<file path="src/rtl/mul_recon.sv">
// Multiplicative reconstruction n = q*d + r using a 9-iteration LSB-first shift-add FSM.
// Optional remainder check (r >= d) enabled by defining MUL_RECON_REMCHK_EN.
module mul_recon (
  input  logic        clk,
  input  logic        reset,
  input  logic        start,
  input  logic [8:0]  q_in,
  input  logic [8:0]  d_in,
  input  logic [8:0]  r_in,
  output logic [17:0] n_out,
  output logic        valid,
  output logic        busy,
  output logic        rem_err
);

  localparam int DATA_W = 9;
  localparam int ACC_W  = 2 * DATA_W;
  localparam logic [3:0] LAST_ITER = 4'd8;

  typedef enum logic [1:0] {IDLE, ADD, FIN} state_t;

  state_t              r_state;
  logic [DATA_W-1:0]   r_q;
  logic [DATA_W-1:0]   r_d;
  logic [DATA_W-1:0]   r_r;
  logic [3:0]          r_cnt;
  logic [ACC_W-1:0]    r_acc;
  logic [ACC_W-1:0]    r_n;
  logic                r_valid;
  logic                r_busy;
  logic [ACC_W-1:0]    w_addend;
  logic [ACC_W-1:0]    w_result;

  // Partial product for the current iteration: d aligned to the weight of q bit r_cnt.
  assign w_addend = r_q[r_cnt] ? ({{DATA_W{1'b0}}, r_d} << r_cnt) : '0;
  assign w_result = r_acc + {{DATA_W{1'b0}}, r_r};

  always_ff @(posedge clk or posedge reset) begin
    if (reset) begin
      r_state <= IDLE;
      r_q     <= '0;
      r_d     <= '0;
      r_r     <= '0;
      r_cnt   <= '0;
      r_acc   <= '0;
      r_n     <= '0;
      r_valid <= 1'b0;
      r_busy  <= 1'b0;
    end else begin
      r_valid <= 1'b0;
      case (r_state)
        IDLE: begin
          if (start) begin
            r_q     <= q_in;
            r_d     <= d_in;
            r_r     <= r_in;
            r_cnt   <= '0;
            r_acc   <= '0;
            r_busy  <= 1'b1;
            r_state <= ADD;
          end
        end
        ADD: begin
          r_acc <= r_acc + w_addend;
          if (r_cnt == LAST_ITER) begin
            r_state <= FIN;
          end else begin
            r_cnt <= r_cnt + 4'd1;
          end
        end
        FIN: begin
          r_n     <= w_result;
          r_valid <= 1'b1;
          r_busy  <= 1'b0;
          r_state <= IDLE;
        end
        default: begin
          r_busy  <= 1'b0;
          r_state <= IDLE;
        end
      endcase
    end
  end

  assign n_out = r_n;
  assign valid = r_valid;
  assign busy  = r_busy;

`ifdef MUL_RECON_REMCHK_EN
  logic r_rem_err;

  // Flag is refreshed only on FIN so it stays aligned with the held n_out.
  always_ff @(posedge clk or posedge reset) begin
    if (reset) begin
      r_rem_err <= 1'b0;
    end else if (r_state == FIN) begin
      r_rem_err <= (r_r >= r_d);
    end
  end

  assign rem_err = r_rem_err;
`else
  assign rem_err = 1'b0;
`endif

endmodule

</file>
<file path="config.mk">
export PLATFORM = sky130hd
export DESIGN_NAME = mul_recon
export DESIGN_NICKNAME = d
export VERILOG_FILES = /design/src/rtl/mul_recon.sv
export SDC_FILE = /design/constraint.sdc
export NUM_CORES = 1
export LEC_CHECK = 0
export BUFFER_PORTS_ARGS = -buffer_cell sky130_fd_sc_hd__buf_2
export CORE_UTILIZATION = 35
export CTS_BUF_LIST = sky130_fd_sc_hd__clkbuf_8
export DETAILED_ROUTE_END_ITERATION = 12
export GPL_TIMING_DRIVEN = 1
export PLACE_DENSITY = 0.49
export SLEW_MARGIN = 15
export SYNTH_ARGS = -nofsm -noshare
export SYNTH_HDL_FRONTEND = slang
export SYNTH_SLANG_ARGS = --single-unit
</file>
<file path="constraint.sdc">
create_clock -name clk -period 7.2 [get_ports clk]
set_input_delay 1.08 -clock clk [delete_from_list [all_inputs] [get_ports clk]]
set_output_delay 1.08 -clock clk [all_outputs]
set_load 0.1 [all_outputs]
</file>
# Word-level counts from Yosys, hierarchy flattened
# Cells that the tools add are included.
# classes
muxes	14
mul	0
div_mod_pow	0
eq_ne	6
order_cmp	1
n_reduce_logical	7
shifts	1
n_addsub	3
bitwise	1
# op_table
cell	count
18-bit two-way mux	2
18-bit case mux with 2 select lines	1
18-bit adder	1
18-bit by 9-bit adder with 18-bit output	1
9-bit by 4-bit left shift with 18-bit output	1
4-bit two-way mux	2
4-bit case mux with 2 select lines	1
2-bit AND reduction	4
2-bit inequality test (second input constant)	3
4-bit by 5-bit less-than comparator with 1-bit output (second input constant)	1
4-bit by 1-bit adder with 4-bit output (second input constant)	1
1-bit binary-select mux with 4-bit select	1
4-bit equality test (second input constant)	1
2-bit two-way mux	2
2-bit case mux with 2 select lines	1
1-bit two-way mux	3
3-bit AND reduction	1
2-bit by 1-bit equality test with 1-bit output (second input constant)	1
2-bit equality test (second input constant)	1
2-bit zero test	1
1-bit case mux with 2 select lines	1
2-bit nonzero test	1
1-bit NOT	1
# totals
mem_count	0
regBits	71
inputBits	30
wordCells	42
out_inout_bits	21
romBits	0
latch_bits	0
mem_bits_rw	0

# Depth between registers and ports, before layout
# Gate-level depths: netlist of the first run.
# depth
depth_word	5
depth_mapped	14
depth_no_buf	13

# Worst setup path before layout of the first run
# OpenSTA, ideal clock, no wires.
# synth_path
path_kind	flip-flop to flip-flop
from	register r_cnt[0]
to	register r_acc[16]
t_required_ps	7072
synth_period_minus_slack_ps	3162
setup_ps	128
t_arrival_ps	3034
n_path_buf	2
path_stages_with_launch	15
slack_ps	4038
cell_sequence	dfrtp_1 -> buf_4 -> mux4_2 -> mux2i_1 -> or2_1 -> buf_4 -> nand2_1 -> and2_1 -> ha_1 -> a21o_1 -> a31o_2 -> a221o_1 -> a31oi_1 -> xor2_1 -> o21ai_1
# synth_via
elab_chain_len	5
elab_cells_between_ends	6
classes_between	add/sub: 1; shift: 1; mux: 4
# synth_lines
item	line_no	source
from (decl)	26	logic [3:0] r_cnt;
from (signal assigned)	68	r_cnt <= r_cnt + 4'd1;
1-bit binary-select mux with 4-bit select	35	assign w_addend = r_q[r_cnt] ? ({{DATA_W{1'b0}}, r_d} << r_cnt) : '0;
1-bit two-way mux (not written as such)	35	
18-bit two-way mux (*)	35	
18-bit adder (*)	64	r_acc <= r_acc + w_addend;
18-bit case mux with 2 select lines (*)	51	case (r_state)
to (signal assigned)	64	
to (decl)	27	logic [ACC_W-1:0] r_acc;
# Every way passes the cells marked *; elsewhere a longest branch is shown, timed or not. The select of a mux whose other input is x is not followed.
# A chain may end at the register's enable or synchronous reset.

# Worst setup path after layout of the first run
# layout_path
from	register r_cnt[1]
to	register r_acc[16]
# Same word-level chain as after synthesis.

==> results.md, run 1 <==
- Final hold violations: 0
- Sw Pwr: ~0.0013 W
- Pwr Density: 514.3 nW/um2
- CTS tree: yes
- Clock slew at reported path FFs: ~0.07 ns
- RePlAce Congestion: ~0.88
- WL/cell: ~14 um
- Die ar.: between 10000 and 15000 um2
- Synth warn: 0
- Syn_nets: 538
- Max Cap Violations: 0
- Antenna violations before repair: 0
- Fin crit period: roughly 3.8 ns
- I/O Buffers: between 40 and 50
- M2 GR Usage: 0.2686
- EDFF count, synth: 0
- Die H: around 120 um
- # fillers: 1258
- DRT antenna net count: 0
- CTS Buf Count: 9
- Status: finished, final reports clean
- Global route overflow: 0
- Chip Width: ~120 um
- # resized after CTS: 0
- CTS max path bufs: 2
- Ys flop type: dfrtp_1
- Largest net degree at the start of global routing: slightly above 70
- CP arrival: approximately 4.0 ns
- Setup crit start kind: flip-flop
- # setup viols final: 0
- Number of distinct library cells after synthesis: 58
- Comb pwr share: 0.595
- Crit Path Category: flip-flop to flip-flop
- Placed instance area: ~5000 um2
- Crit-path max FO: 21
- Max stage delay on crit path: about 0.80 ns
- Hold buffer count at CTS: 0
- Worst slew pin tran: between 0.8 and 0.9 ns
- Slew HR: 0.4050
- Sw Share: 0.5013
- VDD IR max: a little over 0.2 mV
- Core area: 12670 um2
- DR iter-0 viols: between 150 and 200
- Global-route wire length before repair: approximately 17000 um
- Register area: 1777 um2
- Vias per cell: about 5.1
- TNS Setup: 0 ns
- Total vias in the final route: ~3500
- Clock Latency Late Sink: between 0.3 and 0.4 ns
- Layout area overhead: 12.40%
- Worst Path Required: about 7.4 ns
- Nets: roughly 580
- R2r setup slk: between 3 and 4 ns
- Worst Skew: roughly 0.0094 ns
- Area of the multi-input gates: approximately 2700 um2
- # placed instances: approximately 680
- Unrepaired setup endpoints after global routing: no
- Ant diodes: 0
- Internal power: between 0.001 and 0.0015 W
- Post-Route Utilization: 0.4063
- Ordered cell list for the critical path: mux2_2, o21ai_0, mux2i_1, a32o_1, and2_1, ha_1, a21o_1, a31o_2, a221o_1, a31oi_1, xor2_1, o21ai_1
- WL final: just under 10000 um
- IO Count: roughly 50
- Met1 usage: 0.2107
- Total track usage: 0.1651
- Crit-path slowest cell: dfrtp_1
- Hold Path Class: flip-flop to flip-flop
- DRT Pass-1 Iters: 4
- Sequential element share of the synthesized area: 0.3879
- Most Crowded Layer GR: met2
- Min-delay src: n_out[13]
- Number of global-route vias before repair: roughly 3500
- Yosys reg bits: about 70
- Clk sinks: 71
- Cell Area, Synth: 4581 um2
- Non-filler cells, final: about 700
- Async SR Flop Fraction: 1.000
- H-tree depth: 3
- Reg2reg end: r_acc[16]
- CTS root buf: clkbuf_8
- Sequential Power Share: 0.291
- Synth Instances: ~480
- Starting Density: 0.3615
- Crit path to: r_acc[16]
- Drt drc: 0
- Reg2Reg Depth: 12
- Share of cells above drive strength 1: 0.2214
- Synthesized area per cell: around 9.6 um2
- Critical Path Sink Type: flip-flop
- Setup repair bufs after CTS: 0
- P_leak: about 2.4 nW
- Grt met3 use: 0.05241
- Post-DP HPWL: 7603 um
- Slew Viols, Final: 0
- Critical Path Source: r_cnt[1]
- R2R Path Start: r_cnt[1]
- Clock power share: 0.114
- Floorplan row count: 41
- Final worst-path cycle share: 0.5300
- Max Fclk: about 260 MHz
- Final instance area: between 5000 and 6000 um2
[synthesized netlist by cell type, drive strengths merged (3+ instances only)]
cell | instances | area, um2
nor2 | 27 | 101.4
mux2 | 30 | 337.8
and2 | 5 | 31.28
nand4 | 5 | 37.53
or2 | 4 | 25.03
a21oi | 23 | 115.1
a31oi | 10 | 68.81
nand3 | 12 | 60.06
nor3 | 3 | 15.01
nand2b | 3 | 18.77
o22ai | 3 | 18.77
xnor2 | 16 | 140.1
buf | 11 | 61.30
nor2b | 6 | 37.54
o211a | 3 | 30.03
nand2 | 59 | 221.5
o21ai | 53 | 265.3
dfrtp | 71 | 1777
mux4 | 4 | 90.09
inv | 14 | 52.55
o21bai | 5 | 45.04
a211oi | 11 | 87.58
mux2i | 8 | 80.08
ha | 28 | 350.3
xor2 | 15 | 131.4
a21o | 12 | 90.09
clkbuf | 8 | 30.03
o211ai | 3 | 27.52
[logic make-up after synthesis]
logic type      count (synthesis)  synth area share
simple gates                  131            0.1306
xor+xnor                       31           0.05927
flops                          71            0.3879
fa+ha+maj                      30           0.08522
compound gates                138            0.1931
buf+inv                        34           0.03223
mux                            42            0.1109
other cells                     1         0.0008187
[cell usage in the layout, fill, tap and decap left out, drive strengths merged, types with 5 or more instances in the layout]
| master | count |
|---|---|
| a21o | 12 |
| xor2 | 15 |
| a211oi | 11 |
| inv | 15 |
| xnor2 | 16 |
| nand2 | 59 |
| dfrtp | 71 |
| buf | 51 |
| o21ai | 53 |
| clkbuf | 9 |
| ha | 28 |
| a31oi | 10 |
| a21oi | 23 |
| nand3 | 12 |
| and2 | 5 |
| nor2b | 6 |
| nand4 | 5 |
| o21bai | 5 |
| mux2i | 8 |
| nor2 | 27 |
| mux2 | 30 |
[power by group through the flow]
stage	logic [W]	clock network [W]	registers, W
floorplan	0.00108	0	0.000964
global placement	0.00156	0	0.000778
detailed placement	0.00158	0	0.000784
CTS	0.00158	0.000316	0.000775
global route	0.00176	0.000331	0.000808
finish	0.00157	0.000302	0.000772
[worst max-delay path, delay by kind of cell, from the launching register on]
family	cells	cell delay, ns
xor gates and xnor gates	1	0.17
adders and majority gates	1	0.35
and+or+nand+nor	1	0.15
AOI/OAI and AO/OA	7	1.63
DFF	1	0.80
muxes	2	0.56
[flip-flops by register name, summed over array words and instances (netlist names)]
signal	flops
busy	1
valid	1
r_cnt	4
r_acc	18
r_state	2
r_r	9
n_out	18
r_d	9
r_q	9
[layer usage]
metal | vias to the layer above | wire length, um | part of all wire
li1 | 1800 | - | -
met1 | 1662 | 4852 | 0.49
met2 | 69 | 4579 | 0.46
met3 | 8 | 392 | 0.039
met4 | 0 | 115 | 0.012
met5 | - | 0 | 0
[final cells by class]
type | count | area share
multi-input combinational | 373 | 0.5174
sequential | 71 | 0.3451
timing repair buffer | 51 | 0.05055
tap | 172 | 0.04180
clock buffer | 9 | 0.02406
inverter | 15 | 0.01094
clock inverter | 5 | 0.01021
[per-stage QoR]
step	power, W	worst slack (ns)	hold slack (ns)
floorplan	0.002047	4.038	0.4752
global placement	0.002339	3.554	0.4591
detailed placement	0.002360	3.463	0.4664
CTS	0.002674	3.428	0.4825
global route	0.002900	3.053	0.4966
finish	0.002648	3.384	0.4720
[how the worst min path moves through the flow]
stage | endpoint | slack (ns) | cells after the start
finish | n_out[13] | 0.47 | 2
global route | n_out[2] | 0.50 | 2
CTS | n_out[5] | 0.48 | 2
detailed placement | n_out[5] | 0.47 | 2
global placement | n_out[6] | 0.46 | 2
floorplan | r_q[2] | 0.48 | 1
Note: power is estimated with default switching activity, not from simulation.
==> inputs of run 2 (changes only) <==
PLACE_DENSITY = 0.51   (was 0.49)
clock period = 3.3 ns   (was 7.2 ns; I/O delays follow)
==> results.md, run 2 (synthesis results as in run 1) <==
- Status: finished, final reports clean
- Number of global-route vias before repair: about 3600
- # setup viols final: 0
- Crit Path Category: flip-flop to flip-flop
- P_leak: about 2.5 nW
- Most Crowded Layer GR: met2
- Worst Skew: approximately 0.011 ns
- WL/cell: between 10 and 15 um
- Final worst-path cycle share: 0.9569
- Starting Density: 0.3615
- Max Fclk: 316.7 MHz
- Die ar.: between 10000 and 15000 um2
- Final hold violations: 0
- Worst setup margin: approximately 0.14 ns
- I/O Buffers: 49
- Hold slack: between 0.2 and 0.3 ns
- Layout area overhead: 17.95%
- Post-DP HPWL: 8057 um
- Ant diodes: 0
- CTS root buf: clkbuf_8
- Largest net degree at the start of global routing: 40
- Die H: approximately 120 um
- DR iter-0 viols: between 100 and 150
- Reg2reg end: r_acc[16]
- Critical Path Sink Type: flip-flop
- WL final: between 10000 and 15000 um
- CP delay by family, top: compound AO/OA/AOI/OAI gates
- Total track usage: 0.1675
- Vias per cell: roughly 5.1
- Clock slew at reported path FFs: 0.08 ns
- Met1 usage: 0.2045
- Worst Path Required: 3.54 ns
- Crit-path slowest cell: mux4_2
- Most frequent cells in the layout: dfrtp_1, nand2_1, buf_2
- Hold buffer count at CTS: 0
- Worst Path Buf+Inv: 0
- Hold Path Class: input pin to asynchronous set/reset pin
- Global-route wire length before repair: about 17000 um
- Global route overflow: 0
- # fillers: 1272
- Fin crit period: around 3.2 ns
- CTS max path bufs: 2
- Reg2Reg Depth: 12
- Share of cells above drive strength 1: 0.2772
- RePlAce Congestion: roughly 0.85
- Clk sinks: 71
- Max stage delay on crit path: 0.56 ns
- IO Count: 51
- Worst slew pin tran: 0.8057 ns
- Chip Width: 116.4 um
- Floorplan row count: ~40
- DRT Pass-1 Iters: 4
- R2R Path Start: r_cnt[0]
- DRT antenna net count: 0
- H-tree depth: 3
- VDD IR max: ~0.43 mV
- CTS tree: yes
- Pre-CTS setup slack: 0.02806 ns
- Max Cap Violations: 0
- Slew HR: 0.4621
- Critical path depth: 12
- Pwr Density: around 1100 nW/um2
- Clock Latency Late Sink: between 0.3 and 0.4 ns
- Nets: between 600 and 700
- Core area: between 10000 and 15000 um2
- Antenna violations before repair: 0
- Ordered cell list for the critical path: mux4_2, mux2i_1, or2_1, nand2_1, and2_1, ha_1, a21o_1, a31o_2, a221o_1, a31oi_1, xor2_1, o21ai_1
- Setup crit start kind: flip-flop
- Crit-path max FO: 5
- Total vias in the final route: roughly 3700
- CP arrival: ~3.4 ns
- Drt drc: 0
- Commonest non-fill, non-tap cell in the layout: dfrtp_1
- Grt met3 use: 0.04152
- Slew Viols, Final: 0
- R2r setup slk: between 0.1 and 0.15 ns
- M2 GR Usage: 0.2809
- Post-Route Utilization: 0.4264
- CTS Buf Count: 9
[run 2: cell count changes in the layout (fill, tap and decap cells not counted), moves of 2 or more]
cell and delta:
o21ai_0 -3, dfrtp_2 +2, dfrtp_1 -2, o21ai_1 +3, buf_4 +27, a211oi_1 -2
a211oi_2 +2
[run 2: how the worst max path moves through the flow]
stage,startpoint,end,slack (ns)
2_1_floorplan,r_cnt[0],r_acc[16],0.14
3_3_place_gp,r_cnt[1],r_acc[17],0.1
3_5_place_dp,r_cnt[1],r_acc[17],0.03
4_1_cts,r_cnt[1],r_acc[17],0.005
5_1_grt,r_cnt[0],r_acc[15],-0.04
6_report,r_cnt[0],r_acc[16],0.14
[run 2: per-stage QoR]
| step | instances | TNS [ns] | cell area, um2 | total power (W) |
|---|---|---|---|---|
| floorplan | 478 | 0 | 4581 | 0.004467 |
| global placement | 708 | 0 | 5165 | 0.005387 |
| detailed placement | 708 | 0 | 5165 | 0.005425 |
| CTS | 723 | 0 | 5360 | 0.006161 |
| global route | 724 | -0.03819 | 5403 | 0.006683 |
| finish | 724 | 0 | 5403 | 0.006144 |
[run 2: metal layers]
| layer | vias up | wire length [um] |
|---|---|---|
| met5 | - | 0 |
| met4 | 0 | 213 |
| met3 | 14 | 408 |
| met2 | 74 | 4858 |
| met1 | 1733 | 4701 |
| li1 | 1865 | - |
[run 2: timing repair]
action / CTS / global route
endpoints found under the setup margin: 0 / 7
gates resized for setup: 0 / 11
buffers inserted: 0 / 1
[run 2: cell type report]
| cell class | count | area, um2 | area share |
|---|---|---|---|
| Multi-Input combinational cell | 373 | 2694 | 0.4986 |
| Sequential cell | 71 | 1779 | 0.3293 |
| Timing Repair Buffer | 78 | 462.9 | 0.08569 |
| Tap cell | 172 | 215.2 | 0.03983 |
| Clock buffer | 10 | 137.6 | 0.02547 |
| Clock inverter | 5 | 57.56 | 0.01065 |
| Inverter | 15 | 56.30 | 0.01042 |
[run 2: power breakdown]
group | switching (W) | internal (W)
sequential | 0.000346 | 0.00126
clock | 0.000334 | 0.000366
combinational | 0.00230 | 0.00154
total | 0.00298 | 0.00317
